--- config.mk ---
export PLATFORM = sky130hd
export DESIGN_NAME = difftest_step_scheduler
export DESIGN_NICKNAME = d
export VERILOG_FILES = /design/src/rtl/difftest_sched_pkg.sv /design/src/rtl/step_accumulator.sv /design/src/rtl/difftest_step_scheduler.sv
export SDC_FILE = /design/constraint.sdc
export NUM_CORES = 1
export LEC_CHECK = 0
export BUFFER_PORTS_ARGS = -buffer_cell sky130_fd_sc_hd__clkbuf_2
export CAP_MARGIN = 20
export CORE_MARGIN = 10
export CORE_UTILIZATION = 40
export CTS_BUF_LIST = sky130_fd_sc_hd__clkbuf_16
export DETAILED_ROUTE_END_ITERATION = 8
export GPL_TIMING_DRIVEN = 0
export SLEW_MARGIN = 30
export SYNTH_ARGS = -nofsm -noshare
export SYNTH_HDL_FRONTEND = slang
export SYNTH_HIERARCHICAL = 1
export SYNTH_SLANG_ARGS = --single-unit
--- constraint.sdc ---
create_clock -name clock -period 5.05 [get_ports clock]
set_clock_uncertainty 0.2 [all_clocks]
set_input_delay 0.505 -clock clock [delete_from_list [all_inputs] [get_ports clock]]
set_output_delay 0.505 -clock clock [all_outputs]
set_load 0.02 [all_outputs]
--- src/rtl/difftest_sched_pkg.sv ---
// difftest_sched_pkg: shared state type, batch width and batch-size helper for the step scheduler
//   sched_state_t : IDLE (accumulating), REQ (request presented), WAIT (response pending), FAIL (terminal)
//   NSTEP_W       : request size width for the default batch limit
//   min_batch     : steps to put in the next request
package difftest_sched_pkg;

    typedef enum logic [1:0] {IDLE, REQ, WAIT, FAIL} sched_state_t;

    localparam int MAX_BATCH_DEFAULT = 64;
    localparam int NSTEP_W = $clog2(MAX_BATCH_DEFAULT + 1);

    function automatic int unsigned min_batch(input int unsigned pending, input int unsigned max_batch);
        return (pending < max_batch) ? pending : max_batch;
    endfunction

endpackage

--- src/rtl/step_accumulator.sv ---
// step_accumulator: saturating pending-step counter, sticky overflow flag and quiet-cycle counter
//   clock, reset  : clock and asynchronous active-low reset
//   step_in       : steps committed this cycle
//   fire, nstep   : request accepted this cycle and its size, removed from the backlog
//   pending       : registered un-issued step count
//   pending_next  : value pending takes at the next edge
//   ovf_event     : this cycle's update saturated
//   overflow      : sticky saturation flag
//   idle_expired  : IDLE_TIMEOUT quiet cycles seen with steps waiting
module step_accumulator #(
    parameter int STEP_WIDTH   = 8,
    parameter int ACC_WIDTH    = 16,
    parameter int NSTEP_WIDTH  = 7,
    parameter int IDLE_TIMEOUT = 32
) (
    input  logic                   clock,
    input  logic                   reset,
    input  logic [STEP_WIDTH-1:0]  step_in,
    input  logic                   fire,
    input  logic [NSTEP_WIDTH-1:0] nstep,
    output logic [ACC_WIDTH-1:0]   pending,
    output logic [ACC_WIDTH-1:0]   pending_next,
    output logic                   ovf_event,
    output logic                   overflow,
    output logic                   idle_expired
);

    localparam int SW = ACC_WIDTH + 1;
    localparam int IDLE_W = $clog2(IDLE_TIMEOUT + 1);
    localparam logic [IDLE_W-1:0] IDLE_MAX = IDLE_W'(IDLE_TIMEOUT);

    logic [SW-1:0] sum;
    logic [IDLE_W-1:0] idle_cnt;

    // One extra bit catches the carry; nstep never exceeds pending, so the subtraction cannot borrow.
    always_comb begin
        sum = {1'b0, pending} + SW'(step_in) - (fire ? SW'(nstep) : SW'(0));
        ovf_event = sum[ACC_WIDTH];
        pending_next = ovf_event ? '1 : sum[ACC_WIDTH-1:0];
    end

    assign idle_expired = idle_cnt == IDLE_MAX;

    always_ff @(posedge clock or negedge reset) begin
        if (!reset) begin
            pending  <= '0;
            overflow <= 1'b0;
            idle_cnt <= '0;
        end else begin
            pending  <= pending_next;
            overflow <= overflow | ovf_event;
            // Quiet time only matters while something is waiting to be issued.
            idle_cnt <= (fire || step_in != '0) ? '0 :
                        (pending != '0 && idle_cnt < IDLE_MAX) ? idle_cnt + 1'b1 : idle_cnt;
        end
    end

endmodule

--- src/rtl/difftest_step_scheduler.sv ---
// difftest_step_scheduler: batches committed difftest steps into nstep requests with one request in flight
//   clock, reset         : clock and asynchronous active-low reset
//   step_in              : steps committed by the DUT this cycle
//   flush                : drain request, issue partial batches immediately
//   req_valid/req_ready  : nstep request handshake, req_nstep = 1..MAX_BATCH
//   rsp_valid/rsp_fail   : checker result, one per accepted request
//   dut_stall            : registered backpressure to the DUT commit path
//   flush_done           : flush requested and nothing pending or in flight
//   fail, overflow       : sticky error flags
//   pending              : un-issued step count
module difftest_step_scheduler
    import difftest_sched_pkg::*;
#(
    parameter int STEP_WIDTH   = 8,
    parameter int ACC_WIDTH    = 16,
    parameter int MAX_BATCH    = 64,
    parameter int STALL_THRESH = 192,
    parameter int IDLE_TIMEOUT = 32
) (
    input  logic                             clock,
    input  logic                             reset,
    input  logic [STEP_WIDTH-1:0]            step_in,
    input  logic                             flush,
    output logic                             req_valid,
    input  logic                             req_ready,
    output logic [$clog2(MAX_BATCH+1)-1:0]   req_nstep,
    input  logic                             rsp_valid,
    input  logic                             rsp_fail,
    output logic                             dut_stall,
    output logic                             flush_done,
    output logic                             fail,
    output logic                             overflow,
    output logic [ACC_WIDTH-1:0]             pending
);

    localparam int NW = $clog2(MAX_BATCH + 1);
    localparam logic [ACC_WIDTH-1:0] BATCH_LVL = ACC_WIDTH'(MAX_BATCH);
    localparam logic [ACC_WIDTH-1:0] STALL_LVL = ACC_WIDTH'(STALL_THRESH);

    sched_state_t state;
    logic fire;
    logic issue;
    logic to_fail;
    logic ovf_event;
    logic idle_expired;
    logic [ACC_WIDTH-1:0] pending_next;
    logic [NW-1:0] batch;

    step_accumulator #(
        .STEP_WIDTH  (STEP_WIDTH),
        .ACC_WIDTH   (ACC_WIDTH),
        .NSTEP_WIDTH (NW),
        .IDLE_TIMEOUT(IDLE_TIMEOUT)
    ) u_acc (
        .clock       (clock),
        .reset       (reset),
        .step_in     (step_in),
        .fire        (fire),
        .nstep       (req_nstep),
        .pending     (pending),
        .pending_next(pending_next),
        .ovf_event   (ovf_event),
        .overflow    (overflow),
        .idle_expired(idle_expired)
    );

    assign fire = state == REQ && req_ready;
    assign batch = NW'(min_batch(32'(pending), 32'(MAX_BATCH)));
    assign issue = pending >= BATCH_LVL || (pending != '0 && (idle_expired || flush));
    // Saturation, a response with nothing in flight, or a checker mismatch all end the run.
    assign to_fail = ovf_event || (rsp_valid && (state != WAIT || rsp_fail));
    assign flush_done = flush && state == IDLE && pending == '0;

    always_ff @(posedge clock or negedge reset) begin
        if (!reset) begin
            state     <= IDLE;
            req_valid <= 1'b0;
            req_nstep <= '0;
            dut_stall <= 1'b0;
            fail      <= 1'b0;
        end else begin
            if (to_fail || state == FAIL) begin
                state     <= FAIL;
                req_valid <= 1'b0;
                fail      <= 1'b1;
            end else begin
                case (state)
                    IDLE: if (issue) begin
                        state     <= REQ;
                        req_valid <= 1'b1;
                        req_nstep <= batch;
                    end
                    REQ: if (req_ready) begin
                        state     <= WAIT;
                        req_valid <= 1'b0;
                    end
                    WAIT: if (rsp_valid) state <= IDLE;
                    default: ;
                endcase
            end
            dut_stall <= pending_next >= STALL_LVL || to_fail || state == FAIL;
        end
    end

endmodule

==> reports/metrics.csv, run 1 <==
stage,metric,value,unit
status,status,"complete, no violations",
setup_path,path_buf_inv,3,
setup_path,required,5.01,ns
place,place_area,0.00312,mm^2
timing,drv_slew,0,
pwr,p_clk_share,13.1,%
routing,wl_met3,140,um
setup_path,crit_path_end_kind,flop,
yosys,ys_seq_area_share,31.4,%
setup_path,r2r-end,state[1]$_DFFE_PN0P_,
yosys,synth_most_common_cell,inv_1,
setup_path,crit_start,state[0]$_DFFE_PN0P_,
floorplanning,dieWidth,104,um
timing,final-setup-viol-count,0,
cts,cts_made_buffers,5,
yosys,synth_edf_count,0,
place,dp_hpwl,5.59,mm
finish,multiInputGateArea,0.00170,mm^2
cts,htreeDepth,2,
yosys,yosys_warnings,6,
floorplanning,die_area,0.0107,mm^2
cts,clock-sinks,35,
yosys,synth.avg_cell_area,8.83,um^2
floorplanning,placementRows,30,
run,maxCapViolations,0,
pwr,p_total,2.21,mW
timing,tightest_slew,0.776,ns
finish,finalNetCount,418,
yosys,synth_flop_cell,dfrtp_1,
cts,insertion_delay,0.28,ns
timing,slew_headroom,48.3,%
timing,hold_viol,0,
yosys,synthCells,316,
pwr,p_sw_share,49.5,%
floorplanning,die_h,104,um
setup_path,reg2reg_depth,16,
grt,grtUsageTotal,13.3,%
finish,regArea,876,um^2
place,gp_congestion,0.835,
yosys,syn_nets,366,
cts,clk_pin_slew_worst_paths,0.06,ns
cts,ctsHoldBuffers,0,
routing,firstDrtPassIters,4,
timing,finalCritPeriodShare,96.5,%
yosys,synthTopCellsByCount,"inv_1 (55), dfrtp_1 (35), ha_1 (29)",
floorplanning,core_area,0.00679,mm^2
grt,grt_pass1_wl,12.2,mm
finish,fin_util,48.7,%
cts,cts_buffer_depth,2,
setup_path,arrival,4.84,ns
timing,rsz0062_at_grt,false,
yosys,yosysTopAreaCell,dfrtp_1,
setup_path,cp_slowest_cell,or4b_4,
routing,avgViaCountPerCell,5.09,
cts,cts_tree,built,
finish,diodes,0,
routing,top_layer,met4,
floorplanning,start_util,41.1,%
yosys,ys_ff_latch,35,
yosys,yosys-top-cells-area,"dfrtp_1 (31%), ha_1 (13%), inv_1 (7.4%)",
timing,max_freq,205,MHz
grt,grt_pass1_vias,2418,
routing,wire_per_inst,15.1,um
routing,drcViolationCount,0,
setup_path,r2r_start,state[0]$_DFFE_PN0P_,
pwr,leakage,1.63,nW
setup_path,cp-start-kind,flop,
floorplanning,io-pin-count,42,
pwr,power.density,668,mW/mm^2
worst_hold_path,hold_path_class,input pin to asynchronous set/reset pin,
routing,totalWireLength,7.02,mm
setup_path,reg2reg_slack,0.18,ns
timing,fin_hold_ws,0.104,ns
pwr,p_comb_share,67.4,%
routing,drt_iter0_markers,97,
setup_path,worst-setup-path-type,flop to flop,
pwr,switchingPower,1.09,mW
yosys,yosysUniqueCellTypes,51,
timing,period_needed,4.87,ns
routing,wl_met2,3.43,mm
grt,grt_max_degree,36,
grt,overflow,0,
pwr,p_seq_share,19.5,%
setup_path,crit_fanout,10,
setup_path,crit_chain,"ha_1, and2_2, and2_1, fa_1, inv_1, ha_2, o211a_1, a21oi_4, or4_4, and4_4, nor3_4, buf_6, inv_2, a211oi_4, or4b_4, o22a_1",
yosys,synth.top_cell.area_share,31.4,%
cts,root_buffer,clkbuf_16,
yosys,syn_area,0.00279,mm^2
routing,wl_met1,3.35,mm
routing,ant_nets,0,
finish,fillers,669,
pwr,p_int,1.12,mW
setup_path,slowest_delay,0.52,ns
finish,area_growth_syn_to_layout,18.6,%
pwr,vdd_ir_drop_max,0.246,mV
finish,finalInstanceArea,0.00331,mm^2
place,portBuffers,41,
routing,vias,2365,
grt,antenna_found_initial,0,
finish,drive_gt1_share,18.4,%
setup_path,cp_top_family,simple AND/OR/NAND/NOR gates,
yosys,ys_async_sr_fraction,100,%
kinds of logic (layout without fill, tap and decap cells):
| family | Yosys count | after routing | share of synthesized area, % |
|---|---|---|---|
| AO/OA/AOI/OAI | 67 | 67 | 17.1 |
| XOR/XNOR | 15 | 15 | 4.71 |
| AND/OR/NAND/NOR | 103 | 103 | 20.3 |
| flip-flops | 35 | 35 | 31.4 |
| buffers and inverters | 60 | 113 | 8.48 |
| adder cells (fa/ha/maj) | 36 | 36 | 18.0 |
cell type report:
cell class / instances / area share, %
Clock inverter: 3 / 0.378
Sequential cell: 35 / 26.5
Multi-Input combinational cell: 221 / 51.5
Timing Repair Buffer: 45 / 7.11
Tap cell: 96 / 3.63
Buffer: 4 / 0.794
Inverter: 56 / 6.35
Clock buffer: 5 / 3.78
registers in the layout (all words and copies together), names as in the netlist:
register and flops:
req_valid 1, u_acc/idle_cnt 6, dut_stall 1, state 2, u_acc/overflow 1, u_acc/pending 16
fail 1, req_nstep 7
metal layers:
| layer | global-route usage [%] | up-vias |
|---|---|---|
| met3 | 1.30 | 6 |
| met4 | 4.23 | 0 |
| met5 | 0 | - |
| met1 | 17.2 | 1132 |
| li1 | - | 1194 |
| met2 | 22.5 | 33 |
repair_timing:
action                                 in CTS  in global routing
setup endpoints to repair                   9                  8
gates resized for setup                     1                  5
endpoints found under the hold margin       0                  0
pin swaps                                   1                  3
setup buffers                               1                  3
power by group through the flow:
stage / clock, mW / combinational (mW) / sequential, mW
6_report: 0.289 / 1.49 / 0.432
5_1_grt: 0.307 / 1.67 / 0.444
4_1_cts: 0.293 / 1.47 / 0.433
3_5_place_dp: 0 / 1.44 / 0.437
3_3_place_gp: 0 / 1.42 / 0.438
2_1_floorplan: 0 / 1.03 / 0.480
cell usage in the layout (no fill, tap or decap), types with 2 or more instances in the layout:
master      n
and4_1      2
xor2_1      6
o31ai_1     6
o21bai_1    3
nand3b_1    2
o211ai_1    2
nand2_1    27
nor4_1     10
a21oi_1    11
buf_4       4
nor2b_1     3
o21ai_0    10
a211oi_1    9
and2_1      8
nand2b_1    8
a21boi_0    2
clkbuf_16   5
dfrtp_1    35
ha_2        2
ha_1       27
xnor2_1     9
a31oi_1     4
inv_1      57
clkbuf_2   40
o22a_1      2
nor3_1      7
nand4_1     5
nand3_1     4
fa_1        7
nor2_1     17
a21o_1      5
buf_2       4
how the worst max path moves through the flow:
| stage | endpoint | slack [ns] | cells after the start |
|---|---|---|---|
| 6_report | state[1]$_DFFE_PN0P_ | 0.18 | 16 |
| 2_1_floorplan | state[0]$_DFFE_PN0P_ | 0.41 | 17 |
| 3_3_place_gp | state[1]$_DFFE_PN0P_ | -0.27 | 17 |
| 3_5_place_dp | req_nstep[3]$_DFFE_PN0P_ | -0.31 | 18 |
| 4_1_cts | state[1]$_DFFE_PN0P_ | 0.05 | 17 |
| 5_1_grt | state[1]$_DFFE_PN0P_ | 0.02 | 16 |
stage by stage:
| step | instances | setup WS [ns] | TNS (ns) |
|---|---|---|---|
| 3_3_place_gp | 453 | -0.266 | -1.99 |
| 3_5_place_dp | 453 | -0.309 | -2.36 |
| 4_1_cts | 462 | 0.0526 | 0 |
| 2_1_floorplan | 316 | 0.412 | 0 |
| 6_report | 465 | 0.176 | 0 |
| 5_1_grt | 465 | 0.0214 | 0 |
Power figures use the tool's default switching activity.
==> inputs of run 2 (changes only) <==
- CORE_MARGIN: 10 -> not set
- clock period: 5.05 -> 4.7 ns (I/O delays scaled with it)
==> run 2 against run 1 <==
Against the previous run: flip-flop and latch count unchanged; first-iteration DRC count increased by 42%; via count increased by 0.76%.
==> reports/metrics.csv, run 2 (synthesized netlist as in run 1, its figures left out) <==
stage,metric,value,unit
timing,drv_slew,0,
floorplanning,io-pin-count,42,
grt,overflow,0,
timing,fin_ws,0.216,ns
grt,grt_pass1_wl,11.1,mm
status,status,"complete, no violations",
finish,diodes,0,
pwr,p_seq_share,19.0,%
timing,hold_viol,0,
setup_path,cp-start-kind,flop,
place,portBuffers,41,
cts,cts_tree,built,
place,gp_congestion,0.882,
cts,htreeDepth,2,
timing,tightest_slew,0.778,ns
grt,grt_use_met1,27.1,%
pwr,p_clk_share,12.4,%
routing,ant_nets,0,
grt,grt_max_degree,36,
floorplanning,start_util,41.3,%
setup_path,arrival,4.44,ns
grt,antenna_found_initial,0,
routing,totalWireLength,6.68,mm
finish,drive_gt1_share,21.2,%
setup_path,crit_fanout,8,
cts,root_buffer,clkbuf_16,
grt,met2_usage,30.9,%
grt,grt_pass1_vias,2278,
cts,clock-sinks,35,
timing,fin_hold_ws,0.0743,ns
pwr,p_int,1.27,mW
floorplanning,die_area,0.00731,mm^2
place,place_ws,-0.654,ns
timing,period_needed,4.48,ns
routing,wire_per_inst,14.7,um
pwr,vdd_ir_drop_max,0.285,mV
cts,cts_buffer_depth,2,
pwr,switchingPower,1.18,mW
setup_path,required,4.66,ns
finish,layout_common_cells,"inv_1 (56), clkbuf_2 (40), dfrtp_1 (34), nand2_1 (27), ha_1 (25)",
cts,insertion_delay,0.27,ns
setup_path,reg2reg_depth,17,
finish,finalInstanceArea,0.00337,mm^2
grt,gr-usage-met3,2.79,%
routing,avgViaCountPerCell,5.26,
grt,grtUsageTotal,19.3,%
floorplanning,die_h,85.5,um
finish,mostFrequentLayoutCell,inv_1,
place,place_area,0.00310,mm^2
timing,max_freq,223,MHz
floorplanning,dieWidth,85.5,um
run,maxCapViolations,0,
routing,firstDrtPassIters,4,
timing,final-setup-viol-count,0,
timing,slew_headroom,48.1,%
timing,rsz0062_at_grt,false,
setup_path,crit_path_end_kind,flop,
floorplanning,core_area,0.00676,mm^2
worst_hold_path,hold_path_class,input pin to asynchronous set/reset pin,
pwr,p_sw_share,48.3,%
pwr,power.density,727,mW/mm^2
cts,cts_made_buffers,5,
finish,finalNetCount,422,
routing,vias,2383,
timing,finalCritPeriodShare,95.4,%
cts,clk_pin_slew_worst_paths,0.05,ns
cts,ctsHoldBuffers,0,
place,dp_hpwl,5.18,mm
routing,drcViolationCount,0,
routing,drt_iter0_markers,138,
floorplanning,placementRows,30,
finish,regMostFlops,u_acc/pending,
pwr,leakage,1.66,nW
setup_path,worst-setup-path-type,flop to flop,
finish,largest_registers,"u_acc/pending x16, req_nstep x7, u_acc/idle_cnt x6",
finish,largest_register_ff_count,16,
grt,grt-busiest-layer,met2,
pwr,p_comb_share,68.5,%
finish,area_growth_syn_to_layout,20.8,%
[run 2: cell count changes in the layout (fill, tap and decap cells not counted), moves of 2 or more]
cell,previous run,this run
ha_2,2,0
buf_4,4,8
a21oi_2,1,3
ha_4,0,4
ha_1,27,25
[run 2: power groups by stage]
stage	sequential (mW)	combinational (mW)	clock (mW)
after floorplan	0.515	1.11	0
after global placement	0.472	1.52	0
after detailed placement	0.470	1.53	0
after CTS	0.466	1.63	0.312
after global routing	0.475	1.87	0.328
final	0.466	1.68	0.305
[run 2: worst max-delay path, stage by stage (launching register included)]
cell,delay (ns)
dfrtp_1,0.40
inv_2,0.08
ha_4,0.18
and2_4,0.16
and2_1,0.15
fa_1,0.48
inv_1,0.05
ha_1,0.33
o211a_1,0.18
a21oi_2,0.07
or4_4,0.51
and4_4,0.20
nor3_4,0.22
buf_6,0.13
inv_2,0.04
a211oi_4,0.28
or4b_4,0.51
o22a_1,0.21
[run 2: timing repair]
item / in CTS / in global routing
setup buffers: 4 / 4
pin swaps: 4 / 2
gates resized for setup: 8 / 6
gates cloned: 0 / 0
endpoints found under the setup margin: 12 / 9
[run 2: final cells by class]
cell class | count | area, um^2
fill | 654 | 3390
tap | 80 | 100
timing repair buffer | 49 | 265
clock buffer | 5 | 125
inverter | 56 | 210
sequential | 35 | 877
clock inverter | 3 | 12.5
buffer | 4 | 26.3
multi-input combinational | 221 | 1750
[run 2: path summary, 6_finish.rpt]
check	startpoint	end	slack [ns]
worst max-delay path	state[1]$_DFFE_PN0P_	state[0]$_DFFE_PN0P_	0.22
min in group clock	u_acc/overflow$_DFF_PN0_	u_acc/overflow$_DFF_PN0_	0.26
worst max register to register	state[1]$_DFFE_PN0P_	state[0]$_DFFE_PN0P_	0.22
worst min-delay path	reset	req_nstep[1]$_DFFE_PN0P_	0.07
max in group asynchronous	reset	state[0]$_DFFE_PN0P_	3.67
worst min register to register	u_acc/overflow$_DFF_PN0_	u_acc/overflow$_DFF_PN0_	0.26
[run 2: per-stage QoR]
stage	std cells	power [mW]	util (%)	TNS [ns]
finish	453	2.45	49.9	0
CTS	449	2.41	49.2	0
global placement	437	1.99	45.8	-5.02
detailed placement	437	2.00	45.8	-5.58
floorplan	316	1.63	-	0
global route	453	2.67	49.9	0
[run 2: metal layers]
metal  up-vias  part of all wire (%)
met4         0                   1.2
li1       1200                     -
met1      1133                    49
met5         -                     0
met2        44                    48
met3         6                   2.4
